`config.mk`:
```
export PLATFORM = sky130hd
export DESIGN_NAME = ps2_rx_fifo
export DESIGN_NICKNAME = d
export VERILOG_FILES = /design/src/rtl/ps2_rx_fifo.sv
export SDC_FILE = /design/constraint.sdc
export NUM_CORES = 1
export LEC_CHECK = 0
export CORE_ASPECT_RATIO = 0.9
export CORE_MARGIN = 2
export CORE_UTILIZATION = 59
export DETAILED_ROUTE_END_ITERATION = 7
export PLACE_DENSITY = 0.78
export SLEW_MARGIN = 10
export SYNTH_ARGS = -nofsm -noshare
export SYNTH_HDL_FRONTEND = slang
export SYNTH_SLANG_ARGS = --single-unit
```
`constraint.sdc`:
```
create_clock -name clk_clk -period 4 [get_ports clk_clk]
set_input_delay 1 -clock clk_clk [delete_from_list [all_inputs] [get_ports clk_clk]]
set_output_delay 1 -clock clk_clk [all_outputs]
set_load 0.05 [all_outputs]
```
`src/rtl/ps2_rx_fifo.sv`:
```
// PS/2 device-to-host receiver: pin synchronizers, clock glitch filter, 11-bit frame decoder
// with parity/stop checking and timeout, feeding a first-word-fall-through byte FIFO.
module ps2_rx_fifo #(
   parameter int FILTER_LEN     = 8,
   parameter int TIMEOUT_CYCLES = 100000,
   parameter int FIFO_DEPTH     = 8
) (
   input  logic                          clk_clk,
   input  logic                          reset_reset_n,
   input  logic                          ps2_clk,
   input  logic                          ps2_data,
   output logic [7:0]                    rd_data,
   output logic                          rd_valid,
   input  logic                          rd_ready,
   output logic [$clog2(FIFO_DEPTH):0]   fifo_count,
   output logic                          parity_err,
   output logic                          frame_err,
   output logic                          overflow,
   input  logic                          clr_err,
   output logic [1:0]                    fsm_state
);

   localparam int AW = $clog2(FIFO_DEPTH);
   localparam int FW = $clog2(FILTER_LEN + 1);
   localparam int TW = $clog2(TIMEOUT_CYCLES + 1);
   localparam logic [AW:0]   DEPTH_V = (AW + 1)'(FIFO_DEPTH);
   localparam logic [FW-1:0] FL_M1   = FW'(FILTER_LEN - 1);
   localparam logic [TW-1:0] TO_V    = TW'(TIMEOUT_CYCLES);

   typedef enum logic [1:0] {IDLE = 2'd0, DATA = 2'd1, PARITY = 2'd2, STOP = 2'd3} state_t;

   state_t          state, state_n;
   logic [1:0]      sync_clk_q, sync_data_q;
   logic            sync_clk, sync_data;
   logic            filt_clk, filt_prev, fall;
   logic [FW-1:0]   filt_cnt;
   logic [2:0]      bitcnt;
   logic [7:0]      shreg;
   logic            par_bit;
   logic [TW-1:0]   tcnt;
   logic            timeout, stop_fall, frame_ok, push, pop, do_push;
   logic            pe_set, fe_set, ov_set;
   logic [7:0]      mem [FIFO_DEPTH];
   logic [AW-1:0]   wr_ptr, rd_ptr;
   logic [AW:0]     count;
   logic            full, empty;

   assign sync_clk  = sync_clk_q[1];
   assign sync_data = sync_data_q[1];
   assign fall      = filt_prev & ~filt_clk;

   always_ff @(posedge clk_clk) begin
      if (!reset_reset_n) begin
         sync_clk_q  <= 2'b11;
         sync_data_q <= 2'b11;
         filt_clk    <= 1'b1;
         filt_prev   <= 1'b1;
         filt_cnt    <= '0;
      end else begin
         sync_clk_q  <= {sync_clk_q[0], ps2_clk};
         sync_data_q <= {sync_data_q[0], ps2_data};
         filt_prev   <= filt_clk;
         // The level only follows the synchronized pin after FILTER_LEN differing cycles in a row.
         if (sync_clk != filt_clk) begin
            if (filt_cnt == FL_M1) begin
               filt_clk <= sync_clk;
               filt_cnt <= '0;
            end else begin
               filt_cnt <= filt_cnt + 1'b1;
            end
         end else begin
            filt_cnt <= '0;
         end
      end
   end

   always_ff @(posedge clk_clk) begin
      if (!reset_reset_n) state <= IDLE;
      else                state <= state_n;
   end

   always_comb begin
      state_n = state;
      timeout = 1'b0;
      case (state)
         IDLE:    if (fall && !sync_data)      state_n = DATA;
         DATA:    if (fall && bitcnt == 3'd7)  state_n = PARITY;
         PARITY:  if (fall)                    state_n = STOP;
         STOP:    if (fall)                    state_n = IDLE;
         default:                              state_n = IDLE;
      endcase
      if (state != IDLE && !fall && tcnt == TO_V) begin
         timeout = 1'b1;
         state_n = IDLE;
      end
   end

   assign fsm_state = state;
   assign stop_fall = (state == STOP) && fall;
   assign frame_ok  = ^{shreg, par_bit};
   assign push      = stop_fall && sync_data && frame_ok;
   assign pe_set    = stop_fall && sync_data && !frame_ok;
   assign fe_set    = (stop_fall && !sync_data) || timeout;

   always_ff @(posedge clk_clk) begin
      if (!reset_reset_n) begin
         bitcnt  <= 3'd0;
         shreg   <= 8'h00;
         par_bit <= 1'b0;
         tcnt    <= '0;
      end else begin
         tcnt <= (state == IDLE || fall || timeout) ? '0 : tcnt + 1'b1;
         if (state == IDLE) bitcnt <= 3'd0;
         if (fall && state == DATA) begin
            shreg  <= {sync_data, shreg[7:1]};
            bitcnt <= bitcnt + 3'd1;
         end
         if (fall && state == PARITY) par_bit <= sync_data;
      end
   end

   assign full     = (count == DEPTH_V);
   assign empty    = (count == '0);
   assign rd_valid = !empty;
   assign pop      = rd_valid && rd_ready;
   // A full FIFO still accepts a byte when a pop frees a slot in the same cycle.
   assign do_push  = push && (!full || pop);
   assign ov_set   = push && full && !pop;
   assign rd_data  = empty ? 8'h00 : mem[rd_ptr];
   assign fifo_count = count;

   always_ff @(posedge clk_clk) begin
      if (do_push) mem[wr_ptr] <= shreg;
   end

   always_ff @(posedge clk_clk) begin
      if (!reset_reset_n) begin
         wr_ptr     <= '0;
         rd_ptr     <= '0;
         count      <= '0;
         parity_err <= 1'b0;
         frame_err  <= 1'b0;
         overflow   <= 1'b0;
      end else begin
         if (do_push) wr_ptr <= wr_ptr + 1'b1;
         if (pop)     rd_ptr <= rd_ptr + 1'b1;
         if (do_push && !pop)      count <= count + 1'b1;
         else if (pop && !do_push) count <= count - 1'b1;
         parity_err <= pe_set | (parity_err & ~clr_err);
         frame_err  <= fe_set | (frame_err  & ~clr_err);
         overflow   <= ov_set | (overflow   & ~clr_err);
      end
   end

endmodule

```
==> impl_metrics.toml, run 1 <==
[layout]
drive_above_1_share_pct = 13.1
n_antenna_cell = 0
fin_nets = 452
final_common_cell = "edfxtp_1"
final_cell_mix = "edfxtp_1, dfxtp_1, nor2_1"
area_delta_synth_final_pct = 18.5
nFillCells = 545

[floorplanning]
die_x_um = 101
die_area_um2 = 9240
placementRows = 31
num_io_pins = 24
die_height_um = 91.4
coreArea_um2 = 8150
start_util_pct = 61.5

[critical_path]
crit_required_ns = 3.00
r2r_slack_ns = 0.83
cp_max_fo = 16
crit_family = "buffers and inverters"
path_buf_inv = 1
r2r-start = "shreg[7]"
cp_data_arrival_time_ns = 2.74
path_class = "reg2out"
path_cells = "mux4_2 -> mux2i_1 -> nor2_1 -> clkdlybuf4s50_1"
end_kind = "output pin"
r2r-end = "fifo_count[3]"
worst_setup_path_start_kind = "register"
reg2reg_depth = 11
slowest_stage = "clkdlybuf4s50_1"
slowest_delay_ns = 0.82

[synthesis]
syn-cell-area_um2 = 5010
avgSynthCellArea_um2 = 12.6
synth_edf_count = 64
yosysWarningCount = 0
netlist_instances = 396
yosysSeqAreaShare_pct = 61.2
ys_ff_latch = 121
async_flop_share_pct = 0
syn-num-nets = 417
synthDistinctLibCells = 43
synth_ff_type = "edfxtp_1"

[detailed_routing]
wl_per_cell_um = 16.1
ant_nets = 0
vias = 3007
routed_via_density = 5.54
drt_first_pass_iters = 4
drt_iter0_markers = 139
drc_errors = 0
wirelength_um = 8740

[pwr]
leakage_nw = 2.07
irDropWorstVdd_mv = 0.311
power_density_nw_per_um2 = 575

[global_routing]
grt_max_degree = 25
grt_antenna_before_repair = 0
track_usage_pct = 21.5
grt_overflow = 0
grt_pass1_vias = 3014
grt_pass1_wl_um = 14900

[clock_tree]
cts_resized = 0
post-cts-setup-buffers = 0
clock_latency_ns = 0.52
clk_pin_slew_ns = 0.06
cts_max_path_buffers = 2
h-tree-depth = 4
cts_root_buf = "clkbuf_8"
cts_tree = "yes"
cts.sinks = 121
cts_buffers = 17
cts_hold_buffers = 0

[timing]
timing.final.max_slew_violations = 0
finalSetupViolations = 0
skew_ns = 0.00719
worst_slack_ns = 0.264
tightestPinTransition_ns = 0.791
fmax_mhz = 268
fin_crit_sh_pct = 93.4
hold_violations = 0
slew_headroom_pct = 47.1
rsz0062_at_grt = "false"
setup_tns_ns = 0
min_period_ns = 3.74

[place]
port_buffers = 23
pre_cts_slack_ns = 0.252
dp_hpwl_um = 5690
globalplace.congestion = 0.797

[outcome]
status = "finished clean"

[min_path]
min_to = "sync_data_q[1]"
worstHoldStart = "sync_data_q[0]"
hold_depth = 1
hp-class = "reg2reg"

[run]
cap_violations = 0
==> per-layer routing <==
| layer | GRT usage, % | wire (um) |
|---|---|---|
| met5 | 0 | 0 |
| met4 | 6.08 | 78 |
| met1 | 27.9 | 3970 |
| met3 | 8.01 | 343 |
| met2 | 34.1 | 4340 |
==> worst reg2reg max path: stages, from the launching register on <==
cell and delay (ns):
dfxtp_1 0.55, xor3_1 0.46, a311o_1 0.33, mux2i_4 0.24, ha_1 0.25, inv_1 0.10
ha_1 0.29, a21o_1 0.18, a21oi_1 0.17, xnor2_1 0.09, or3_1 0.31, a21oi_1 0.15
==> worst max path at each step <==
stage,cells after the start,end,startpoint,slack [ns]
final,4,rd_data[4],register,0.26
after CTS,4,rd_data[4],register,0.20
after floorplan,12,fifo_count[3],fifo_count[0],0.85
after global placement,12,fifo_count[3],rd_ready,0.36
after global routing,4,rd_data[2],register,0.13
after detailed placement,12,fifo_count[3],rd_ready,0.25
==> logic make-up after synthesis <==
group                      Yosys count  synth area share [%]
buffers and inverters               25                  1.95
DFF                                121                  61.2
adders and majority gates           15                  3.90
and+or+nand+nor                    146                  13.5
xor gates and xnor gates            30                  5.82
muxes                               29                  10.0
AOI/OAI and AO/OA                   30                  3.60
==> final cells by class <==
| class | count | area [um2] | area share, % |
|---|---|---|---|
| sequential | 121 | 3060 | 51.6 |
| clock inverter | 15 | 166 | 2.80 |
| inverter | 12 | 45.0 | 0.759 |
| timing repair buffer | 29 | 275 | 4.64 |
| tap | 99 | 124 | 2.09 |
| clock buffer | 17 | 414 | 6.98 |
| multi-input combinational | 250 | 1850 | 31.1 |
==> cells in the mapped netlist, drive strengths merged (2+ instances only) <==
library cell / n / share of area (%)
clkbuf: 8 / 0.60
xor2: 15 / 2.6
nand3: 14 / 1.4
nand4b: 2 / 0.35
dfxtp: 57 / 23
edfxtp: 64 / 38
nand4: 3 / 0.37
nor3: 8 / 0.90
nor2: 55 / 4.2
nor4: 4 / 0.50
and3: 4 / 0.50
inv: 12 / 0.90
and2: 2 / 0.25
o21ai: 3 / 0.30
a21oi: 17 / 1.7
buf: 5 / 0.45
xnor2: 13 / 2.3
nand2b: 9 / 1.1
nand2: 36 / 2.7
ha: 14 / 3.5
mux2i: 13 / 2.8
a32oi: 2 / 0.35
mux4: 16 / 7.2
nor2b: 2 / 0.25
or3: 3 / 0.37
nand3b: 3 / 0.45
==> power by group <==
part / leakage [nW] / internal (mW) / switching, mW / total (mW)
Combinational: 0.747 / 0.231 / 0.364 / 0.595
Clock: 0.270 / 0.896 / 0.572 / 1.47
Sequential: 1.05 / 1.32 / 0.0331 / 1.35
==> stage by stage <==
step                total power [mW]  std cells  hold slack (ns)  util [%]  cell area [um2]
finish                          3.41        543            0.411      72.9             5940
global route                    3.54        543            0.436      72.9             5940
CTS                             3.44        543            0.416      72.9             5940
detailed placement              1.98        511            0.403      65.7             5360
global placement                1.97        511            0.390      65.7             5360
floorplan                       1.81        396            0.386         -             5010
==> state kept, by name, indices dropped and copies added (netlist names), 2 cells and up, named ones only <==
register / cells
tcnt: 17
rd_ptr: 3
sync_data_q: 2
filt_cnt: 4
sync_clk_q: 2
fsm_state: 2
fifo_count: 4
mem: 64
wr_ptr: 3
shreg: 8
bitcnt: 3
Note: power is estimated with default switching activity, not from simulation.
==> run 2, diff against run 1 <==
--- a/config.mk
+++ b/config.mk
@@ -10,7 +10,7 @@
 export CORE_UTILIZATION = 59
 export DETAILED_ROUTE_END_ITERATION = 7
 export PLACE_DENSITY = 0.78
-export SLEW_MARGIN = 10
+export SLEW_MARGIN = 15
 export SYNTH_ARGS = -nofsm -noshare
 export SYNTH_HDL_FRONTEND = slang
 export SYNTH_SLANG_ARGS = --single-unit
==> results of run 2 <==
The final DEF is identical to that of run 1; final timing and power are the same.
